[src/rtl/gpio_input_event_capture.sv]
// GPIO pad input capture: two-flop synchroniser, per-pad debounce, edge detection,
// and a show-ahead event FIFO drained by the core over valid/ready.
module gpio_input_event_capture #(
  parameter int NUM_PADS   = 44,
  parameter int PAD_IDX_W  = 6,
  parameter int DEBOUNCE_W = 8,
  parameter int FIFO_DEPTH = 8,
  parameter int TS_W       = 16
) (
  input  logic                  clk,
  input  logic                  reset,
  input  logic [NUM_PADS-1:0]   gpio_in,
  input  logic [NUM_PADS-1:0]   pad_enable,
  input  logic [NUM_PADS-1:0]   rise_en,
  input  logic [NUM_PADS-1:0]   fall_en,
  input  logic [DEBOUNCE_W-1:0] debounce_limit,
  output logic [NUM_PADS-1:0]   in_state,
  output logic                  evt_valid,
  input  logic                  evt_ready,
  output logic [PAD_IDX_W-1:0]  evt_pad,
  output logic                  evt_level,
  output logic [TS_W-1:0]       evt_timestamp,
  output logic                  overflow,
  input  logic                  overflow_clear
);
  localparam int PTR_W = $clog2(FIFO_DEPTH);
  localparam int REC_W = PAD_IDX_W + 1 + TS_W;

  logic [NUM_PADS-1:0]   r_sync1, r_sync2, r_in_state, r_pending, r_pend_level;
  logic [DEBOUNCE_W-1:0] r_cnt [NUM_PADS];
  logic [TS_W-1:0]       r_ts;
  logic [REC_W-1:0]      r_mem [FIFO_DEPTH];
  logic [PTR_W:0]        r_wr_ptr, r_rd_ptr;
  logic                  r_overflow;

  logic [NUM_PADS-1:0]   w_diff, w_update, w_edge, w_lost, w_cand, w_push_sel;
  logic [PAD_IDX_W-1:0]  w_push_idx;
  logic                  w_push_level, w_push, w_pop, w_full, w_empty;

  for (genvar gi = 0; gi < NUM_PADS; gi++) begin : g_pad
    assign w_diff[gi]   = r_sync2[gi] ^ r_in_state[gi];
    // >= rather than == keeps the counter bounded if the limit is lowered mid-count
    assign w_update[gi] = w_diff[gi] && (r_cnt[gi] >= debounce_limit);
    assign w_edge[gi]   = w_update[gi] && pad_enable[gi] &&
                          (r_sync2[gi] ? rise_en[gi] : fall_en[gi]);
    assign w_lost[gi]   = w_edge[gi] && r_pending[gi] && !w_push_sel[gi];
    assign w_cand[gi]   = r_pending[gi] && pad_enable[gi];
  end

  assign w_empty = (r_wr_ptr == r_rd_ptr);
  assign w_full  = (r_wr_ptr[PTR_W] != r_rd_ptr[PTR_W]) &&
                   (r_wr_ptr[PTR_W-1:0] == r_rd_ptr[PTR_W-1:0]);
  assign w_pop   = !w_empty && evt_ready;

  // Lowest-index pending pad wins; a pop in the same cycle frees a slot when full
  always_comb begin
    w_push_idx   = '0;
    w_push_level = 1'b0;
    for (int i = NUM_PADS - 1; i >= 0; i--) begin
      if (w_cand[i]) begin
        w_push_idx   = PAD_IDX_W'(i);
        w_push_level = r_pend_level[i];
      end
    end
    w_push     = (|w_cand) && (!w_full || w_pop);
    w_push_sel = w_push ? (NUM_PADS'(1) << w_push_idx) : '0;
  end

  always_ff @(posedge clk) begin
    if (reset) begin
      r_sync1      <= '0;
      r_sync2      <= '0;
      r_in_state   <= '0;
      r_pending    <= '0;
      r_pend_level <= '0;
      for (int i = 0; i < NUM_PADS; i++) r_cnt[i] <= '0;
    end else begin
      r_sync1 <= gpio_in;
      r_sync2 <= r_sync1;
      for (int i = 0; i < NUM_PADS; i++) begin
        if (!w_diff[i] || w_update[i]) r_cnt[i] <= '0;
        else                            r_cnt[i] <= r_cnt[i] + 1'b1;
        if (w_update[i]) r_in_state[i] <= r_sync2[i];
        // A new edge re-arms the pad even when it is being pushed this cycle
        if (!pad_enable[i]) begin
          r_pending[i] <= 1'b0;
        end else if (w_edge[i]) begin
          r_pending[i]    <= 1'b1;
          r_pend_level[i] <= r_sync2[i];
        end else if (w_push_sel[i]) begin
          r_pending[i] <= 1'b0;
        end
      end
    end
  end

  always_ff @(posedge clk) begin
    if (reset) begin
      r_ts       <= '0;
      r_overflow <= 1'b0;
      r_wr_ptr   <= '0;
      r_rd_ptr   <= '0;
      for (int i = 0; i < FIFO_DEPTH; i++) r_mem[i] <= '0;
    end else begin
      r_ts <= r_ts + 1'b1;
      if (|w_lost)             r_overflow <= 1'b1;
      else if (overflow_clear) r_overflow <= 1'b0;
      if (w_push) begin
        r_mem[r_wr_ptr[PTR_W-1:0]] <= {w_push_idx, w_push_level, r_ts};
        r_wr_ptr <= r_wr_ptr + 1'b1;
      end
      if (w_pop) r_rd_ptr <= r_rd_ptr + 1'b1;
    end
  end

  assign in_state  = r_in_state;
  assign evt_valid = !w_empty;
  assign overflow  = r_overflow;
  assign {evt_pad, evt_level, evt_timestamp} = r_mem[r_rd_ptr[PTR_W-1:0]];

endmodule

[config.mk]
export PLATFORM = sky130hd
export DESIGN_NAME = gpio_input_event_capture
export DESIGN_NICKNAME = d
export VERILOG_FILES = /design/src/rtl/gpio_input_event_capture.sv
export SDC_FILE = /design/constraint.sdc
export NUM_CORES = 2
export LEC_CHECK = 0
export ABC_AREA = 1
export ABC_CLOCK_PERIOD_IN_PS = 4050
export CAP_MARGIN = 20
export CORE_ASPECT_RATIO = 1.1
export CORE_MARGIN = 2
export CORE_UTILIZATION = 40
export DETAILED_ROUTE_END_ITERATION = 8
export GPL_ROUTABILITY_DRIVEN = 0
export MAX_ROUTING_LAYER = met4
export PLACE_DENSITY = 0.62
export SLEW_MARGIN = 10
export SYNTH_ARGS = -nofsm -noshare
export SYNTH_HDL_FRONTEND = slang
export SYNTH_SLANG_ARGS = --single-unit
[constraint.sdc]
create_clock -name clk -period 4.05 [get_ports clk]
set_clock_uncertainty 0.15 [all_clocks]
set_input_delay 0.405 -clock clk [delete_from_list [all_inputs] [get_ports clk]]
set_output_delay 0.405 -clock clk [all_outputs]
set_load 0.1 [all_outputs]
== After elaboration in Yosys (flattened, before gate mapping) ==
Memory sizes are Yosys's and may differ from the RTL's. A register that Yosys moved wholly into a read port is not among the register bits.
Index checks and enable logic that the tools add are counted.
Storage, ports and cells
  memories kept: 2
  output and inout port bits: 69
  register bits after elaboration: 245
  logic and storage cells: 1534
  input port bits: 188
  memory bits (writable): 536
Memory list
  r_cnt: words 44, width 8, read ports 44, clocked after memory_dff 0, wr ports 44, line 30  | logic [DEBOUNCE_W-1:0] r_cnt [NUM_PADS];
  r_mem: words 8, width 23, read ports 1, clocked after memory_dff 1, wr ports 8, line 32  | logic [REC_W-1:0] r_mem [FIFO_DEPTH];
Cells by class
  bitwise logic cells: 176
  magnitude comparators: 44
  muxes and demuxes: 585
  equality and inequality tests: 3
  reduce and logical (&&, ||, !) cells: 538
  add/sub/neg operators: 47
  shift-type cells: 1
Operators with widths (count)
  $mux W8: 88
  $mux W1: 448
  $add A8 B1 Y8 const B: 44
  $ge A8 B8 Y1: 44
  $logic_and A1 B1 Y1: 267
  $mux W6: 44
  $logic_not A1 Y1: 90
  $reduce_bool A2 Y1: 45
  $or A1 B1 Y1: 88
  $reduce_and A2 Y1: 44
  $reduce_or A2 Y1: 44
  $reduce_or A44 Y1: 2
  $logic_or A1 B1 Y1: 45
  $mux W44: 1
  $not A1 Y1: 44
  $shl A1 B6 Y44 const A: 1
  $xor A1 B1 Y1: 44
  $mux W23: 1
  $reduce_or A23 Y1: 1
  $add A16 B1 Y16 const B: 1
  $mux W3: 3
  $add A4 B1 Y4 const B: 2
  $eq A4 B4 Y1: 1
  $eq A3 B3 Y1: 1
  $ne A1 B1 Y1: 1

== Depth between registers and ports, before layout ==
  word-level depth: 51
  gate-level depth with buffers: 60
  mapped depth without buffers: 60

== Worst setup path after synthesis ==
No wires, ideal clock.
  path type: register to register
  start point: reg r_wr_ptr[0]
  end point: mem r_mem[7][0] (netlist name) (enable)
  clock period less this slack: 3.901 ns
  buffers on the path: 2
  library setup time: 0.419 ns
  path slack: 0.149 ns
  data required time: 3.481 ns
  arrival time: 3.332 ns
  stages on the path, launching flop included: 15
  cells stage by stage: dfxtp_1 clkbuf_1 xnor2_1 nand2_1 a21oi_1 nand2_1 nand2_1 nand3_1 nand2_1 inv_1 nor2_1 nor2_1 nand3_1 clkbuf_1 nand2_1
RTL lines
  from (decl): line 33  | logic [PTR_W:0] r_wr_ptr, r_rd_ptr;
  from (signal assigned): line 110  | r_wr_ptr <= r_wr_ptr + 1'b1;
  to (decl): line 32

== Final worst setup path ==
  start point: in pad_enable[41]
  end point: reg r_overflow (netlist: overflow)
Between the ends
  cells in the longest elaborated chain, start to end: 49
  elaborated cells on any way between the ends: 141
  those cells by class: 1 x shift; 44 x mux; 96 x reduce/logical
RTL lines
  from (decl): line 13  | input logic [NUM_PADS-1:0] pad_enable,
  $logic_and A1 B1 Y1: line 47  | assign w_cand[gi] = r_pending[gi] && pad_enable[gi];
  $mux W6 (42 in series): line 60  | if (w_cand[i]) begin
  $shl A1 B6 Y44: line 66  | w_push_sel = w_push ? (NUM_PADS'(1) << w_push_idx) : '0;
  $mux W44: line 66
  $logic_not A1 Y1: line 46  | assign w_lost[gi] = w_edge[gi] && r_pending[gi] && !w_push_sel[gi];
  $logic_and A1 B1 Y1: line 46
  $reduce_or A44 Y1 *: line 106  | if (|w_lost) r_overflow <= 1'b1;
  $mux W1 / $reduce_bool A2 Y1 (equally long branches)
  to (signal assigned): line 100  | r_overflow <= 1'b0;
  to (signal assigned): line 106
  to (signal assigned): line 107  | else if (overflow_clear) r_overflow <= 1'b0;
  to (decl): line 34  | logic r_overflow;
Every way passes the cells marked *; elsewhere a longest branch is shown, timed or not.
A chain may end at the register's enable or synchronous reset.

==> summary.txt <==
Worst setup path
  – Critical Path Most Common Cell: nand2_1
  – Reg2Reg Capture Point: overflow$_SDFFE_PP0P_
  – CP max stage delay: 0.50 ns
  – Crit path launch: pad_enable[41]
  – Flop2flop setup slack: -0.30 ns
  – CP Max Fanout: 5
  – Crit start category: input pin
  – FF-to-FF path depth: 52
  – Critical Path AT: between 4 and 5 ns
  – Worst flop-to-flop path startpoint: r_pending[42]$_SDFFE_PP0P_
  – Element type at the critical path end: register
  – Crit Path Category: input pin to register
  – Slowest-stage cell, CP: clkdlybuf4s50_1
  – WP data required: 4.43 ns

Floorplanning
  – Die area: roughly 110000 µm²
  – Core ar.: roughly 110000 µm²
  – Starting Density: between 40% and 50%
  – Ports: 257
  – Die Ht: approximately 350 µm
  – Die W: 318 µm
  – Row cnt: between 100 and 150

Placement
  – PortBufs: ~260
  – DP Worst Slack: -1.04 ns
  – Hpwl dp: 89400 µm
  – Placed instance count: 7025

Routing
  – Initial DRC Count: approximately 2500
  – Wire per inst: 16.9 µm
  – DRC: 0
  – Antenna viol nets, final: 0
  – Via count: 35600
  – Final WL: approximately 120000 µm
  – DR pass1 iterations: 7
  – Post-DR vias/cell: 4.94

Finish
  – Share of cells above drive strength 1: 9.90%
  – Nets: between 6000 and 7000
  – Layout area overhead: 26.4%
  – Fillers: around 10000
  – Final Non-Filler Cells: between 7000 and 8000

Hold path
  – Min-delay src: reset
  – Worst hold path class: input pin to register
  – Hold path cells: 2
  – Endpoint with the worst hold slack: r_sync2[38]$_SDFF_PP0_

STA
  – Hold Worst Slack: ~0.034 ns
  – Final hold vios: 0
  – RSZ-0062 raised after global routing: yes
  – Period utilization: 108%
  – Slew headroom: between 20 and 30%
  – Final setup viols: 13
  – Peak Freq: 229 MHz
  – Final WS setup: -0.320 ns
  – Slew @ Worst Pin: roughly 1.1 ns
  – Min Tclk post-route: about 4.4 ns
  – Max-slew violation count: 0

Power and ir drop
  – Peak supply drop: 0.343 mV
  – Total power: between 20 and 25 mW
  – Leakage: between 20 and 25 nW
  – P per Cell Area: 421 nW/µm²

Clock network
  – Clock sinks: 784
  – Skew-Pair Late Insertion Delay: 0.69 ns
  – Htree depth: 3
  – CTS tree: built
  – Clock transition at path regs: about 0.060 ns
  – CTS Buf Count: ~90
  – Root Buffer: clkbuf_16
  – Clk buf depth: 3

GRT
  – Largest net degree at the start of global routing: between 90 and 100
  – First-pass GRT wire length: 188000 µm
  – Total grt overflow: 0
  – Total global-route track usage: roughly 22%
  – Number of global-route vias before repair: ~34000
  – Initial antenna violation count: 6

Synth
  – Largest family of logic cells by synthesized area: simple AND/OR/NAND/NOR gates
  – Post-synthesis mux area share: 0%
  – Simple-gate share of the synthesized area: 19.0%
  – Post-Synthesis Cells: around 4800
  – Sequential share of the synthesized area: 48.6%
  – Asr flop ratio synth: 0%
  – Ys Warns: 0
  – Synth Area in Adders: a little under an eighth
  – Avg Inst Size Synth: ~9 µm²
  – Post-Syn Area: 43400 µm²
  – Synth Area in XOR/XNOR: 3.59%
  – Synth Area in Compound Gates: 11.4%
  – EDFF count, synth: approximately 540
  – Distinct cell type count after synthesis: between 40 and 50
  – Flops & latches, synth: between 700 and 800
  – Ys flop type: edfxtp_1

Run status
  – Status: finished, violations left
  – Violated checks: negative setup slack

Flow run
  – Maxcap violations: 0
## sequential cells by signal, summed over array words and instances (netlist names), 16 cells and up, named ones only
signal        count
r_cnt           352
r_mem           184
in_state         44
r_pend_level     44
r_pending        44
r_sync1          44
r_sync2          44
r_ts             16
## synthesized netlist by cell type, types with 2 or more instances
library cell  number  share of area (%)
nor2_1           977                8.5
nand2_1          638                5.5
inv_1            569                4.9
edfxtp_1         536                 37
ha_1             399                 12
o21ai_0          255                2.9
dfxtp_1          248                 11
o21a_1           204                3.5
a21oi_1          191                2.2
xor2_1           142                2.9
nand3_1          111                1.3
clkbuf_1          92               0.80
nand4_1           71                1.0
nor3b_1           63                1.1
nor3_1            58               0.67
a211oi_1          46               0.80
xnor2_1           36               0.73
or2_2             28               0.40
a31oi_1           26               0.38
o22ai_1           26               0.38
o2111ai_1         22               0.44
o21ai_1           22               0.25
a21boi_0          18               0.31
clkinv_1          12               0.10
nand3b_1          10               0.17
nor4_1             5              0.072
buf_1              4              0.035
nor3_2             4              0.092
nand2_2            3              0.043
nand3_2            3              0.069
or2_1              3              0.043
nor2_2             2              0.029
o211ai_1           2              0.035
o21bai_1           2              0.035
## cells by family (layout without fill, tap and decap cells)
| kind of cell | count (synthesis) | in the layout |
|---|---|---|
| XOR/XNOR | 178 | 178 |
| AO/OA/AOI/OAI | 819 | 819 |
| other | 1 | 357 |
| adder cells (fa/ha/maj) | 399 | 399 |
| buffers and inverters | 678 | 1284 |
| flip-flops | 784 | 784 |
| AND/OR/NAND/NOR | 1980 | 1980 |
## worst max-delay path, delay by kind of cell
family | cells | cell delay [ns]
simple gates | 47 | 3.06
buf+inv | 2 | 0.63
compound gates | 4 | 0.65
## where the power goes
group	leakage, nW	switching, mW	total, mW	internal, mW
clock	1.53	3.46	8.55	5.09
sequential	7.56	0.315	9.27	8.95
combinational	14.5	3.46	5.23	1.78
## cells in the final DEF (no fill, tap or decap), types with 107 or more instances in the layout
master | Yosys | routed
clkdlybuf4s50_1 | 0 | 229
nor2_1 | 977 | 959
dfxtp_1 | 248 | 243
buf_4 | 0 | 245
nand2_1 | 638 | 619
edfxtp_1 | 536 | 536
xor2_1 | 142 | 142
o21ai_0 | 255 | 248
o21a_1 | 204 | 204
inv_1 | 569 | 558
ha_1 | 399 | 399
conb_1 | 1 | 352
a21oi_1 | 191 | 171
nand3_1 | 111 | 107
## how the worst max path moves through the flow
| stage | endpoint | slack, ns |
|---|---|---|
| 2_1_floorplan | r_mem[7][0]$_SDFFCE_PN0P_ | 0.15 |
| 3_3_place_gp | overflow$_SDFFE_PP0P_ | -1.06 |
| 3_5_place_dp | overflow$_SDFFE_PP0P_ | -1.04 |
| 4_1_cts | overflow$_SDFFE_PP0P_ | -0.21 |
| 5_1_grt | overflow$_SDFFE_PP0P_ | -0.89 |
| 6_report | overflow$_SDFFE_PP0P_ | -0.32 |
## layer usage
layer | vias to the layer above | GRT usage, % | share of wire [%]
li1 | 17800 | - | -
met5 | - | - | 0
met1 | 16700 | 27.7 | 43
met3 | 213 | 3.62 | 6.2
met2 | 885 | 36.5 | 47
met4 | 0 | 8.54 | 3.8
## cell type report
type                    count  area (µm²)  share of cell area (%)
flip-flops and latches    784       21100                    38.4
clock buffers             127        2610                    4.75
diodes                      5        12.5                  0.0228
well taps                1408        1760                    3.21
inverters                 582        2190                    4.00
repair buffers            536        5270                    9.62
multi-input cells        3728       21400                    39.0
clock inverters            39         507                   0.924
## stage by stage
step | cell area [µm²] | setup TNS, ns | utilization (%)
global placement | 51200 | -37.53 | 47.7
floorplan | 44700 | 0 | -
global route | 54800 | -19.98 | 51.1
CTS | 54400 | -0.316 | 50.7
finish | 54800 | -0.873 | 51.1
detailed placement | 51200 | -35.75 | 47.7
## repair_timing
item	CTS	global route
resized for setup	15	98
buffers inserted	8	11
endpoints found under the setup margin	14	60
pin swaps	7	28
cloned	0	0
hold buffers	0	0
hold endpoints to repair	0	0
(Power assumes the default switching activity.)
